File: config.mk
export PLATFORM = sky130hd
export DESIGN_NAME = prog_loader
export DESIGN_NICKNAME = d
export VERILOG_FILES = /design/src/rtl/cpu_pkg.sv /design/src/rtl/prog_loader_addr_ctr.sv /design/src/rtl/prog_loader.sv
export SDC_FILE = /design/constraint.sdc
export NUM_CORES = 1
export LEC_CHECK = 0
export ABC_AREA = 1
export BUFFER_PORTS_ARGS = -buffer_cell sky130_fd_sc_hd__buf_4
export CORE_MARGIN = 2
export CORE_UTILIZATION = 44
export CTS_BUF_LIST = sky130_fd_sc_hd__clkbuf_2 sky130_fd_sc_hd__clkbuf_4 sky130_fd_sc_hd__clkbuf_8
export CTS_CLUSTER_SIZE = 30
export DETAILED_ROUTE_END_ITERATION = 10
export PLACE_DENSITY = 0.8
export SYNTH_ARGS = -nofsm -noshare
export SYNTH_HDL_FRONTEND = slang
export SYNTH_SLANG_ARGS = --single-unit
File: constraint.sdc
create_clock -name clk -period 1.8 [get_ports clk]
set_input_delay 0.18 -clock clk [delete_from_list [all_inputs] [get_ports clk]]
set_output_delay 0.18 -clock clk [all_outputs]
set_load 0.05 [all_outputs]
File: src/rtl/cpu_pkg.sv
// Shared CPU-side definitions: instruction word width, PC/address width and
// the program-loader state encoding.
package cpu_pkg;

    localparam int DATA_W = 8;
    localparam int PC_W   = 4;

    typedef enum logic [2:0] {
        LD_IDLE,
        LD_LOAD,
        LD_FILL,
        LD_HOLD,
        LD_RUN
    } ld_state_t;

endpackage

File: src/rtl/prog_loader_addr_ctr.sv
// Instruction-memory write address counter with synchronous clear, increment
// and a flag marking the final word of the memory.
module prog_loader_addr_ctr #(
    parameter int DEPTH  = 16,
    parameter int ADDR_W = cpu_pkg::PC_W
) (
    input  logic              clk,
    input  logic              reset,
    input  logic              clr,
    input  logic              inc,
    output logic [ADDR_W-1:0] addr,
    output logic              last
);

    always_ff @(posedge clk) begin
        if (!reset) begin
            addr <= '0;
        end else if (clr) begin
            addr <= '0;
        end else if (inc) begin
            addr <= addr + 1'b1;
        end
    end

    assign last = (addr == ADDR_W'(DEPTH - 1));

endmodule

File: src/rtl/prog_loader.sv
// Boot-time program loader: streams bytes into instruction memory, zero-fills
// the remainder, holds the CPU in reset, then releases it. Optional running
// checksum of accepted bytes is enabled by defining PROG_LOADER_CHECKSUM_EN.
module prog_loader #(
    parameter int DEPTH    = 16,
    parameter int DATA_W   = cpu_pkg::DATA_W,
    parameter int HOLD_CYC = 2
) (
    input  logic                     clk,
    input  logic                     reset,
    input  logic                     start,
    input  logic                     s_valid,
    input  logic [DATA_W-1:0]        s_data,
    input  logic                     s_last,
    output logic                     s_ready,
    output logic                     imem_we,
    output logic [$clog2(DEPTH)-1:0] imem_addr,
    output logic [DATA_W-1:0]        imem_wdata,
    output logic                     cpu_reset,
    output logic                     busy,
    output logic                     done,
    output logic [DATA_W-1:0]        checksum
);

    import cpu_pkg::*;

    localparam int ADDR_W = $clog2(DEPTH);
    localparam int HOLD_W = (HOLD_CYC > 1) ? $clog2(HOLD_CYC) : 1;
    localparam logic [HOLD_W-1:0] HOLD_LAST = HOLD_W'((HOLD_CYC > 1) ? HOLD_CYC - 1 : 0);

    ld_state_t         state, state_nx;
    logic [HOLD_W-1:0] hold_cnt;
    logic              addr_clr;
    logic              addr_inc;
    logic              addr_last;
    logic              xfer;

    prog_loader_addr_ctr #(
        .DEPTH  (DEPTH),
        .ADDR_W (ADDR_W)
    ) u_addr_ctr (
        .clk   (clk),
        .reset (reset),
        .clr   (addr_clr),
        .inc   (addr_inc),
        .addr  (imem_addr),
        .last  (addr_last)
    );

    always_ff @(posedge clk) begin
        if (!reset) begin
            state    <= LD_IDLE;
            hold_cnt <= '0;
        end else begin
            state    <= state_nx;
            hold_cnt <= (state == LD_HOLD) ? hold_cnt + 1'b1 : '0;
        end
    end

    always_comb begin
        state_nx   = state;
        s_ready    = 1'b0;
        imem_we    = 1'b0;
        imem_wdata = '0;
        cpu_reset  = 1'b1;
        busy       = 1'b0;
        done       = 1'b0;
        addr_clr   = 1'b0;
        addr_inc   = 1'b0;
        xfer       = 1'b0;

        case (state)
            LD_IDLE: begin
                if (start) begin
                    state_nx = LD_LOAD;
                    addr_clr = 1'b1;
                end
            end
            LD_LOAD: begin
                s_ready    = 1'b1;
                busy       = 1'b1;
                xfer       = s_valid;
                imem_we    = s_valid;
                imem_wdata = s_data;
                // The counter stops at the final word so it never wraps mid-load.
                if (s_valid) begin
                    if (addr_last) begin
                        state_nx = LD_HOLD;
                    end else begin
                        addr_inc = 1'b1;
                        if (s_last) begin
                            state_nx = LD_FILL;
                        end
                    end
                end
            end
            LD_FILL: begin
                busy    = 1'b1;
                imem_we = 1'b1;
                if (addr_last) begin
                    state_nx = LD_HOLD;
                end else begin
                    addr_inc = 1'b1;
                end
            end
            LD_HOLD: begin
                busy = 1'b1;
                if (hold_cnt == HOLD_LAST) begin
                    state_nx = LD_RUN;
                end
            end
            LD_RUN: begin
                cpu_reset = 1'b0;
                done      = 1'b1;
                if (start) begin
                    state_nx = LD_LOAD;
                    addr_clr = 1'b1;
                end
            end
            default: begin
                state_nx = LD_IDLE;
            end
        endcase

        // Reset masks the strobes in the same cycle so an aborted load writes nothing more.
        if (!reset) begin
            state_nx   = LD_IDLE;
            s_ready    = 1'b0;
            imem_we    = 1'b0;
            imem_wdata = '0;
            cpu_reset  = 1'b1;
            busy       = 1'b0;
            done       = 1'b0;
            addr_clr   = 1'b0;
            addr_inc   = 1'b0;
            xfer       = 1'b0;
        end
    end

`ifdef PROG_LOADER_CHECKSUM_EN
    logic [DATA_W-1:0] sum_q;

    always_ff @(posedge clk) begin
        if (!reset) begin
            sum_q <= '0;
        end else if (addr_clr) begin
            sum_q <= '0;
        end else if (xfer) begin
            sum_q <= sum_q + s_data;
        end
    end

    assign checksum = sum_q;
`else
    assign checksum = '0;
`endif

endmodule

==> results_dict.tcl <==
set metrics [dict create \
    cts.sinks 8 \
    path_clk_slew_ps 50 \
    skew_ps 4.92 \
    synth_xor_area_share_pct 1.34 \
    grt_pass1_wl_um 2500 \
    hold_buffers 0 \
    synth_cells 104 \
    rows 13 \
    synth_compound_area_share_pct 9.54 \
    critPathMaxFanout 5 \
    syn_to_final_growth_pct 35.5 \
    port_buffers 29 \
    avgViaCountPerCell 4.70 \
    wl_um 1540 \
    power_uw 1230 \
    pwr-share-seq_pct 21.3 \
    overflow 0 \
    cts_made_buffers 3 \
    fin_hold_ws_ps 214 \
    power.switching_uw 690 \
    syn_area_per_cell_sq_um 6.30 \
    finalSetupTns_ps 0 \
    power_leakage_uw 0.000471 \
    synth_top_family_by_area "simple AND/OR/NAND/NOR gates" \
    irDropWorstVdd_mv 0.956 \
    die_width_um 42.6 \
    antenna_found_initial 0 \
    synth-seq-cells 8 \
    final_common_cell "buf_4" \
    critPathBufInv 3 \
    drive_gt1_share_pct 32.8 \
    hold_viol_final 0 \
    vias 700 \
    fin_nets 150 \
    fin_crit_sh_pct 93.3 \
    dr.pass1.iters 4 \
    htree_levels 1 \
    power_density_mw_per_mm2 1390 \
    io_pins 38 \
    max_slew_margin_pct 64.4 \
    grt_start_max_net_pins 17 \
    synth_warnings 0 \
    crit_path_start_kind "flop" \
    synthMuxAreaShare_pct 0 \
    drtAntennaViolNets 0 \
    grt_pass1_vias 596 \
    finalSetupViolations 0 \
    cpMostUsedCell "inv_1" \
    cts_tree "yes" \
    rsz0062_at_grt "no" \
    worstPathRequired_ps 1620 \
    drt_iter0_markers 19 \
    start_util_pct 48.6 \
    setup_ws_ps 121 \
    final_max_slew_viol_count 0 \
    intPower_uw 543 \
    seq_area_frac_synth_pct 24.4 \
    tightestPinTransition_ps 533 \
    clkPwrFrac_pct 11.2 \
    gr-usage-all-layers_pct 18.1 \
    synth_area_sq_um 656 \
    cp-end-kind "primary output" \
    clock_latency_ps 250 \
    status "completed" \
    core_sq_mm 0.00135 \
    cpPeakStageDelay_ps 320 \
    clk_path_buf_depth 2 \
    drv_cap 0 \
    postCtsSetupBuffers 0 \
    p_sw_share_pct 56.0 \
    gp_congestion 0.814 \
    cp_cell_sequence "inv_1, nand3_2, o21ai_4, inv_1, nor2_1, buf_4" \
    crit_slowest_cell "dfxtp_1" \
    ys_types 23 \
    criticalPathCategory "reg2out" \
    drc_errors 0 \
    synth-simple-area-share_pct 42.7 \
    critPathArrivalTime_ps 1500 \
    cp_top_family "buffers and inverters" \
    dp_hpwl_um 1260 \
    pre_cts_slack_ps 376 \
    wire_per_inst_um 10.3 \
    hold_class "in2reg" \
    clockRootBuffer "clkbuf_4" \
    ctsResizeCount 0 \
    final_cell_mix "29 x buf_4, 22 x nand2_1, 17 x nor2_1" \
    n_antenna_cell 0 \
    synthAdderAreaFrac_pct 1.91 \
    period_needed_ps 1680 \
    combPwrFrac_pct 67.6 \
    fp.dieH_um 42.6 \
    die-area_sq_mm 0.00181 \
    clock.fmax_mhz 596 \
]
Yosys cell counts:
| cell | instances | area share [%] |
|---|---|---|
| nand2_2 | 3 | 2.9 |
| nor3_1 | 3 | 2.3 |
| a21oi_1 | 4 | 3.1 |
| o21ai_4 | 1 | 2.5 |
| a211oi_1 | 1 | 1.1 |
| inv_1 | 15 | 8.6 |
| nand3_4 | 1 | 2.7 |
| ha_1 | 1 | 1.9 |
| o21ai_1 | 2 | 1.5 |
| conb_1 | 1 | 0.57 |
| buf_4 | 8 | 9.2 |
| nand4_1 | 4 | 3.8 |
| dfxtp_1 | 8 | 24 |
| a21oi_2 | 1 | 1.3 |
| nand3_2 | 2 | 3.1 |
| inv_2 | 2 | 1.1 |
| nand3_1 | 4 | 3.1 |
| nand2_1 | 22 | 13 |
| xnor2_1 | 1 | 1.3 |
| nor2_4 | 1 | 1.7 |
| or2_1 | 1 | 0.95 |
| clkbuf_1 | 1 | 0.57 |
| nor2_1 | 17 | 9.7 |
state kept, by name, summed over array words and instances (netlist names):
signal	cells
u_addr_ctr.addr	4
state	3
hold_cnt	1
final timing paths:
kind                      startpoint  cells past startpoint  slack [ps]       end
setup / recovery            state[2]                      6         120   imem_we
hold / removal                 reset                      3         210  state[2]
hold reg to reg             hold_cnt                      1         410  hold_cnt
setup reg to reg  u_addr_ctr.addr[0]                      8         360  state[0]
cell families (layout without fill, tap and decap cells):
family          count (synthesis)  in the layout
simple gates                   58             58
buf+inv                        26             49
compound gates                  9              9
flops                           8              8
fa+ha+maj                       1              1
other cells                     1              8
xor+xnor                        1              1
routing by layer:
layer | GRT usage (%) | share of wire [%]
met2 | 30.8 | 54
met3 | 6.47 | 5.2
met1 | 21.1 | 40
met4 | 5.63 | 0.52
met5 | 0 | 0
area by class of cell:
cell class | instances | area (sq um)
Clock buffer | 3 | 22.5
Fill cell | 136 | 462
Inverter | 17 | 63.8
Multi-Input combinational cell | 77 | 405
Sequential cell | 8 | 160
Tap cell | 15 | 18.8
Timing Repair Buffer | 29 | 218
through the flow:
| stage | cells | util, % | area, sq um |
|---|---|---|---|
| finish | 149 | 65.8 | 888 |
| global route | 149 | 65.8 | 888 |
| CTS | 149 | 65.8 | 888 |
| detailed placement | 146 | 64.1 | 866 |
| global placement | 146 | 64.1 | 866 |
| floorplan | 111 | - | 693 |
power by group through the flow:
stage               Clock, uW  Sequential [uW]  Combinational [uW]
floorplan                   0              280                 648
global placement            0              262                 824
detailed placement          0              264                 834
CTS                       146              261                 838
global route              153              270                 912
finish                    138              262                 833
tightest hold or removal path, stage by stage:
cell,delay [ps]
buf_4,140
nand2_1,70
nor2_1,30
Note: power is estimated with default switching activity, not from simulation.
